File: src/rtl/conv2d_stream_engine_pkg.sv
// Shared types and width helpers for the streaming 2-D convolution engine.
// Derived widths are functions so every instance computes them the same way.
package conv2d_stream_engine_pkg;

  localparam int DefImgW = 28;
  localparam int DefImgH = 28;
  localparam int DefK    = 3;
  localparam int DefDw   = 8;
  localparam int DefWw   = 8;
  localparam int DefOw   = 16;

  typedef struct packed {
    logic valid;
    logic last;
  } stageCtl_t;

  function automatic int ctrWidth(input int n);
    return (n > 1) ? $clog2(n) : 1;
  endfunction

  function automatic int prodWidth(
    input int dw,
    input int ww
  );
    return dw + ww + 1;
  endfunction

  function automatic int accWidth(
    input int dw,
    input int ww,
    input int k
  );
    return prodWidth(dw, ww) + $clog2(k * k);
  endfunction

  function automatic int maxInt(
    input int a,
    input int b
  );
    return (a > b) ? a : b;
  endfunction

endpackage

File: src/rtl/conv2d_stream_engine_line_buffer.sv
// One image row of delay: the oldest of DEPTH accepted pixels is on dout.
// Shifts only when en is high so stalls and idle cycles keep alignment.
module conv2d_stream_engine_line_buffer #(
  parameter int DEPTH = 28,
  parameter int DW    = 8
) (
  input  logic          clk,
  input  logic          rst,
  input  logic          en,
  input  logic [DW-1:0] din,
  output logic [DW-1:0] dout
);

  logic [DW-1:0] mem [DEPTH];

  always_ff @(posedge clk or posedge rst) begin
    if (rst) begin
      for (int i = 0; i < DEPTH; i++) begin
        mem[i] <= '0;
      end
    end else if (en) begin
      mem[0] <= din;
      for (int i = 1; i < DEPTH; i++) begin
        mem[i] <= mem[i-1];
      end
    end
  end

  assign dout = mem[DEPTH-1];

endmodule

File: src/rtl/conv2d_stream_engine.sv
// Streaming KxK valid-position convolution with valid/ready backpressure,
// optional ReLU and saturated signed output.
module conv2d_stream_engine
  import conv2d_stream_engine_pkg::*;
#(
  parameter int IMG_W = DefImgW,
  parameter int IMG_H = DefImgH,
  parameter int K     = DefK,
  parameter int DW    = DefDw,
  parameter int WW    = DefWw,
  parameter int OW    = DefOw
) (
  input  logic                     clk,
  input  logic                     rst,
  input  logic                     in_valid,
  output logic                     in_ready,
  input  logic [DW-1:0]            in_data,
  input  logic                     w_we,
  input  logic [$clog2(K*K)-1:0]   w_addr,
  input  logic signed [WW-1:0]     w_data,
  input  logic                     relu_en,
  output logic                     out_valid,
  input  logic                     out_ready,
  output logic signed [OW-1:0]     out_data,
  output logic                     out_last,
  output logic                     busy
);

  localparam int NTAP  = K * K;
  localparam int PW    = prodWidth(DW, WW);
  localparam int ACC_W = accWidth(DW, WW, K);
  localparam int CW    = ctrWidth(IMG_W);
  localparam int RW    = ctrWidth(IMG_H);
  localparam int XW    = maxInt(ACC_W, OW);

  localparam logic signed [XW-1:0] SatHi =
    {{(XW-OW+1){1'b0}}, {(OW-1){1'b1}}};
  localparam logic signed [XW-1:0] SatLo =
    {{(XW-OW+1){1'b1}}, {(OW-1){1'b0}}};

  logic stall;
  logic accept;
  logic consume;

  logic              outValid;
  logic signed [OW-1:0] outData;
  logic              outLast;

  assign stall    = outValid & ~out_ready;
  assign accept   = in_valid & ~stall;
  assign consume  = outValid & out_ready;
  assign in_ready = ~stall;

  // Raster position of the pixel currently offered

  logic [CW-1:0] col;
  logic [RW-1:0] row;
  logic          colEnd;
  logic          rowEnd;
  logic          winHit;
  logic          frameEnd;
  logic          frameStart;

  assign colEnd     = (col == CW'(IMG_W-1));
  assign rowEnd     = (row == RW'(IMG_H-1));
  assign winHit     = (row >= RW'(K-1)) && (col >= CW'(K-1));
  assign frameEnd   = rowEnd & colEnd;
  assign frameStart = (row == '0) && (col == '0);

  always_ff @(posedge clk or posedge rst) begin
    if (rst) begin
      col <= '0;
      row <= '0;
    end else if (accept) begin
      if (colEnd) begin
        col <= '0;
        row <= rowEnd ? '0 : row + RW'(1);
      end else begin
        col <= col + CW'(1);
      end
    end
  end

  // Frames in flight: a new frame may start while the old tail drains.

  logic [1:0] frames;
  logic       lastDone;
  logic       startNow;

  assign lastDone = consume & outLast;
  assign startNow = accept & frameStart;

  always_ff @(posedge clk or posedge rst) begin
    if (rst) begin
      frames <= '0;
    end else begin
      frames <= frames + 2'(startNow) - 2'(lastDone);
    end
  end

  assign busy = |frames;

  logic signed [WW-1:0] wReg [NTAP];

  always_ff @(posedge clk or posedge rst) begin
    if (rst) begin
      for (int i = 0; i < NTAP; i++) begin
        wReg[i] <= '0;
      end
    end else if (w_we && !busy && int'(w_addr) < NTAP) begin
      wReg[w_addr] <= w_data;
    end
  end

  // colIn[K-1] is the live row, colIn[0] the oldest buffered row

  logic [DW-1:0] lbOut [K-1];
  logic [DW-1:0] colIn [K];

  always_comb begin
    colIn[K-1] = in_data;
    for (int k = 0; k < K-1; k++) begin
      colIn[k] = lbOut[K-2-k];
    end
  end

  for (genvar g = 0; g < K-1; g++) begin : gLb
    conv2d_stream_engine_line_buffer #(
      .DEPTH(IMG_W),
      .DW   (DW)
    ) uLb (
      .clk (clk),
      .rst (rst),
      .en  (accept),
      .din (colIn[K-1-g]),
      .dout(lbOut[g])
    );
  end

  // S1: window capture

  logic [DW-1:0] win [K][K];
  stageCtl_t     s1Ctl;

  always_ff @(posedge clk or posedge rst) begin
    if (rst) begin
      for (int r = 0; r < K; r++) begin
        for (int c = 0; c < K; c++) begin
          win[r][c] <= '0;
        end
      end
    end else if (accept) begin
      for (int r = 0; r < K; r++) begin
        for (int c = 0; c < K-1; c++) begin
          win[r][c] <= win[r][c+1];
        end
        win[r][K-1] <= colIn[r];
      end
    end
  end

  always_ff @(posedge clk or posedge rst) begin
    if (rst) begin
      s1Ctl <= '0;
    end else if (!stall) begin
      s1Ctl.valid <= accept & winHit;
      s1Ctl.last  <= accept & frameEnd;
    end
  end

  // S2: parallel multiplies

  function automatic logic signed [PW-1:0] mulTap(
    input logic [DW-1:0]        p,
    input logic signed [WW-1:0] w
  );
    logic signed [PW-1:0] pe;
    logic signed [PW-1:0] we;
    pe = PW'(signed'({1'b0, p}));
    we = PW'(w);
    return pe * we;
  endfunction

  logic signed [PW-1:0] prod [NTAP];
  stageCtl_t            s2Ctl;
  logic                 s2Relu;

  always_ff @(posedge clk or posedge rst) begin
    if (rst) begin
      s2Ctl  <= '0;
      s2Relu <= 1'b0;
      for (int i = 0; i < NTAP; i++) begin
        prod[i] <= '0;
      end
    end else if (!stall) begin
      s2Ctl  <= s1Ctl;
      s2Relu <= relu_en;
      for (int r = 0; r < K; r++) begin
        for (int c = 0; c < K; c++) begin
          prod[r*K+c] <= mulTap(win[r][c], wReg[r*K+c]);
        end
      end
    end
  end

  // S3: exact sum

  logic signed [ACC_W-1:0] sumComb;
  logic signed [ACC_W-1:0] s3Sum;
  stageCtl_t               s3Ctl;
  logic                    s3Relu;

  always_comb begin
    sumComb = '0;
    for (int i = 0; i < NTAP; i++) begin
      sumComb = sumComb + ACC_W'(prod[i]);
    end
  end

  always_ff @(posedge clk or posedge rst) begin
    if (rst) begin
      s3Sum  <= '0;
      s3Ctl  <= '0;
      s3Relu <= 1'b0;
    end else if (!stall) begin
      s3Sum  <= sumComb;
      s3Ctl  <= s2Ctl;
      s3Relu <= s2Relu;
    end
  end

  // S4: ReLU before clamp, then the output register

  logic signed [XW-1:0] sx;
  logic signed [OW-1:0] satVal;

  always_comb begin
    sx = XW'(s3Sum);
    if (s3Relu && sx < 0) begin
      sx = '0;
    end
    if (sx > SatHi) begin
      satVal = OW'(SatHi);
    end else if (sx < SatLo) begin
      satVal = OW'(SatLo);
    end else begin
      satVal = OW'(sx);
    end
  end

  always_ff @(posedge clk or posedge rst) begin
    if (rst) begin
      outValid <= 1'b0;
      outData  <= '0;
      outLast  <= 1'b0;
    end else if (!stall) begin
      outValid <= s3Ctl.valid;
      outLast  <= s3Ctl.valid & s3Ctl.last;
      if (s3Ctl.valid) begin
        outData <= satVal;
      end
    end
  end

  assign out_valid = outValid;
  assign out_data  = outData;
  assign out_last  = outLast;

endmodule

File: config.mk
export PLATFORM = sky130hd
export DESIGN_NAME = conv2d_stream_engine
export DESIGN_NICKNAME = d
export VERILOG_FILES = /design/src/rtl/conv2d_stream_engine_pkg.sv /design/src/rtl/conv2d_stream_engine_line_buffer.sv /design/src/rtl/conv2d_stream_engine.sv
export SDC_FILE = /design/constraint.sdc
export NUM_CORES = 2
export LEC_CHECK = 0
export CORE_UTILIZATION = 45
export DETAILED_ROUTE_END_ITERATION = 6
export MAX_ROUTING_LAYER = met4
export PLACE_DENSITY = 0.59
export REMOVE_ABC_BUFFERS = 1
export SYNTH_ARGS = -nofsm -noshare
export SYNTH_HDL_FRONTEND = slang
export SYNTH_SLANG_ARGS = --single-unit
File: constraint.sdc
create_clock -name clk -period 37 [get_ports clk]
set_input_delay 7.4 -clock clk [delete_from_list [all_inputs] [get_ports clk]]
set_output_delay 7.4 -clock clk [all_outputs]
set_load 0.005 [all_outputs]
Word-level counts from Yosys, hierarchy flattened
Index checks and enable logic that the tools add are counted.

Register bits after elaboration: 756. Latch bits: 0. Memory bits (writable): 0. Memory bits (read-only): 0. Output and inout bits: 20. Word-level logic and storage cells: 155. Memories: 0.

$add $sub $neg: 12. $mul: 9. Divide/modulo/power cells: 0. Magnitude comparators: 8. Equal/unequal tests: 2. Shift-type cells: 0. Multiplexer cells: 8. Bitwise logic cells: 12. Reduce and logical (&&, ||, !) cells: 12.

Operators by type and width (count): $mul A9 B8 Y17 (9); $add A21 B17 Y21 (4); $bwmux W72 (1); $demux W8 S4 (1); $mux W16 (2); $add A20 B17 Y21 (1); $gt A21 B16 Y1 const B (1); $lt A21 B1 Y1 const B (1); $lt A21 B16 Y1 const B (1); $mux W21 (1); $add A19 B17 Y20 (1); $add A18 B17 Y19 (1); $add A17 B17 Y18 (1); $add A5 B1 Y5 const B (2); $eq A5 B5 Y1 const B (2); $ge A5 B2 Y1 const B (2); $logic_not A5 Y1 (2); $mux W5 (2); $and A1 B1 Y1 (9); $mux W8 (1); $logic_and A1 B1 Y1 (6); $ge A5 B5 Y1 const B (1); $lt A5 B1 Y1 const B (1); $not A4 Y5 (1); other kinds (7) (9).

Longest topological paths before layout
Word-level depth: 8. Gate-level depth with buffers: 19. Gate-level depth less buffers: 18.

Cells and area by module
From an unflattened synthesis, not the netlist that was laid out.

Cell total of the unflattened synthesis: 5026. Area total of the unflattened synthesis: 55345.6 um^2.

Modules (own cells, without submodules): conv2d_stream_engine (times used 1, cells each 4062, area an instance 37273.2 um^2, seq. area each 8908.5 um^2); conv2d_stream_engine_line_buffer (times used 2, cells each 482, area an instance 9036.2 um^2, seq. area each 5605.4 um^2).

Worst setup path after synthesis
Ideal clock, no wire load.

Kind: input to output. Start point: input port out_ready. End point: output port in_ready. Arrival: 8.453 ns. Data required time: 29.600 ns. Slack: 21.147 ns. Cell stages on the path: 6. Cell sequence: nor2b_1 buf_2 inv_2 clkbuf_1 clkbuf_1 buf_1.

Word-level cells in the longest chain between the ends: 3.

RTL lines: start: declaration (RTL line conv2d_stream_engine.sv:23) `input logic out_ready,`; $not A1 Y1 (RTL line conv2d_stream_engine.sv:49) `assign stall = outValid & ~out_ready;`; $and A1 B1 Y1 (RTL line conv2d_stream_engine.sv:49); $not A1 Y1 (no source line); end: declaration (RTL line conv2d_stream_engine.sv:16) `output logic in_ready,`.

No other way between the ends.

Worst setup path in the final report
Ends and elaborated chain as after synthesis.

==> qor.txt <==
Syn-to-layout area delta = 8.68%
Slowest cell on crit path = clkdlybuf4s50_1
CTS resizes = 0
Clock Skew = 49.9 ps
RSZ-0062 raised after global routing = false
IO Port Bufs = 45
Die height = 343 µm
Io pins = 46
YS warnings = 0
Initial antenna violation count = 6
Critical setup path kind = input pin to primary output
Synth Register Bits = 756
Hold slack = 451 ps
Rows = 124
Bufs on Longest Clock Path = 3
Antenna Nets Post-Route = 0
Root Driver = clkbuf_16
Status = completed
Mean Syn Cell Area = 9.09 µm²
Crit path DAT = 9190 ps
CTS H-tree lvls = 3
DIE AREA = 118000 µm²
Die W = 343 µm
Final Critical Period = 16590 ps
Vias in the first global route = 36900
Yosys top cell area share = 36.1%
Post-DR wirelength/cell = 16.3 µm
Worst-skew pair later-pin latency = 690 ps
Worst hold path class = flop to flop
CP Launch Type = input pin
Hold_buf cts = 0
CP Buf/Inv Count = 3
Async SR Flop Fraction = 100%
Netlist cell types = 61
Cell Area, Synth = 52400 µm²
TritonCTS clock tree = built
Synth area leader = dfrtp_1
Postcts setup bufs = 0
First-pass GRT wire length = 197 mm
DR pass1 iterations = 5
Crit. End Element = primary output
Fin crit share = 44.8%
Final Hold Fails = 0
Sequential area share after synthesis = 36.1%
Gp weighted congestion = 0.864
Post-route setup TNS = 0 ps
Layout cell share with drive strength beyond 1 = 4.32%
Clk pin slew, worst setup/hold paths = 60 ps
Fill count = 10900
Drt drc = 0
CP cell instances = clkdlybuf4s50_1, nor2b_4, inv_8, clkdlybuf4s50_1
Worst rel slew slack = 24.6%
Tot GR Track Use = 21.5%
Max incr delay on CP = 540 ps
Detailed Route Iter0 Violations = 2029
Final net count = 6571
Largest net degree at the start of global routing = 228
Top_reg_cell synth = dfrtp_1
CP required = 29600 ps
Critical Path Fanout Max = 88
CP top delay family = buffers and inverters
Synth area leaders = dfrtp_1 36%, fa_1 17%, nand2_1 13%
EDFF count, synth = 0
HPWL after detailed placement = 83.2 mm
Core area = 115000 µm²
Leading cell type in the layout, fill and taps excluded = nand2_1
Final wirelength = 118 mm
Fin. max-slew vios = 0
Syn Inst Count = 5760
Commonest non-fill, non-tap cells in the layout = 1831 x nand2_1, 756 x dfrtp_1, 709 x inv_1, 455 x fa_1, 416 x ha_1
# Max-Cap Violations = 0
Via-per-instance ratio = 5.01
CP most frequent cell = clkdlybuf4s50_1
Final setup fails = 0
Initial core utilization = 45.6%
Vias = 36400
Maximum clock frequency = 60.3 MHz
Num CTS Buffers = 88
GR Overflow Total = 0
Worst-Margin Slew = 1130 ps
Sink Count = 756
-- flip-flops by register name (all words and copies together) (netlist names) --
| name | flops |
|---|---|
| gLb.uLb.mem | 424 |
| row | 5 |
| s3Sum | 21 |
| out_valid | 1 |
| win | 32 |
| prod | 153 |
| s3Relu | 1 |
| gLb.uLb.dout | 16 |
| s2Relu | 1 |
| frames | 2 |
| col | 5 |
| wReg | 72 |
| out_data | 16 |
| s3Ctl | 2 |
| out_last | 1 |
| s1Ctl | 2 |
| s2Ctl | 2 |
-- layout make-up --
type                            count  area (µm²)  share of cell area, %
Inverter                          711        2680                   4.72
Tap cell                         1512        1890                   3.32
Clock buffer                      130        2550                   4.48
Clock inverter                     26         358                  0.629
Timing Repair Buffer               70         683                   1.20
Multi-Input combinational cell   4047       29800                   52.4
Antenna cell                        9        22.5                 0.0396
Sequential cell                   756       18900                   33.2
-- logic make-up (layout without fill, tap and decap cells) --
kind of cell	Yosys count	after routing	synth area share, %
flops	756	756	36.1
xor+xnor	78	78	1.30
buf+inv	957	937	7.00
simple gates	2523	2523	20.5
fa+ha+maj	871	871	27.3
compound gates	497	497	6.05
other cells	0	9	0
mux	78	78	1.66
-- stage by stage --
step / setup slack [ps] / area (µm²) / util (%) / cells
detailed placement: 20370 / 54000 / 47.0 / 7096
floorplan: 8380 / 51400 / - / 5514
global route: 20300 / 56900 / 49.6 / 7259
CTS: 20370 / 56900 / 49.5 / 7252
finish: 20410 / 56900 / 49.6 / 7261
global placement: 20390 / 54000 / 47.0 / 7096
-- final timing paths --
check	from	endpoint	slack [ps]	cells after the start
max	out_ready	in_ready	20410	4
min	gLb[1].uLb.mem[16]	gLb[1].uLb.mem[8]	450	2
max reg2reg	wReg[47]	prod[99]	32170	13
min reg2reg	gLb[1].uLb.mem[16]	gLb[1].uLb.mem[8]	450	2
max in group asynchronous	rst	gLb[0].uLb.mem[218]	27330	4
min in group asynchronous	rst	gLb[1].uLb.mem[68]	7280	2
-- layer usage --
| layer | wire length (µm) | track usage, % | vias up |
|---|---|---|---|
| met5 | 0 | - | - |
| met4 | 3140 | 5.80 | 0 |
| met3 | 5180 | 4.07 | 161 |
| met2 | 53900 | 33.0 | 527 |
| met1 | 55800 | 29.3 | 18000 |
| li1 | - | - | 17700 |
-- Yosys cell counts (9+ instances only) --
cell,n
nand2_1,1832
dfrtp_1,756
inv_1,710
fa_1,455
ha_1,416
and2_1,291
nor2_1,190
a21oi_1,174
clkbuf_1,165
o21ai_0,93
mux2_2,71
buf_2,57
nand2b_1,55
xor2_1,43
a211oi_1,39
xnor2_1,35
a21o_1,29
o21a_1,28
nand3_1,25
buf_1,24
nor3_1,23
nor2b_1,19
o211ai_1,18
and3_1,17
or3_1,17
nor3b_1,14
o21bai_1,11
nand4_1,10
o31a_1,10
nor4_1,9
o211a_1,9
o31ai_1,9
-- tightest hold or removal path: cells and delay by family (launching register included) --
kind | cells | cell delay, ps
flip-flops | 1 | 340
AND/OR/NAND/NOR | 2 | 100
Power is not shown: default switching activity piles up to over one toggle a cycle in this logic, so the estimate is an artifact.
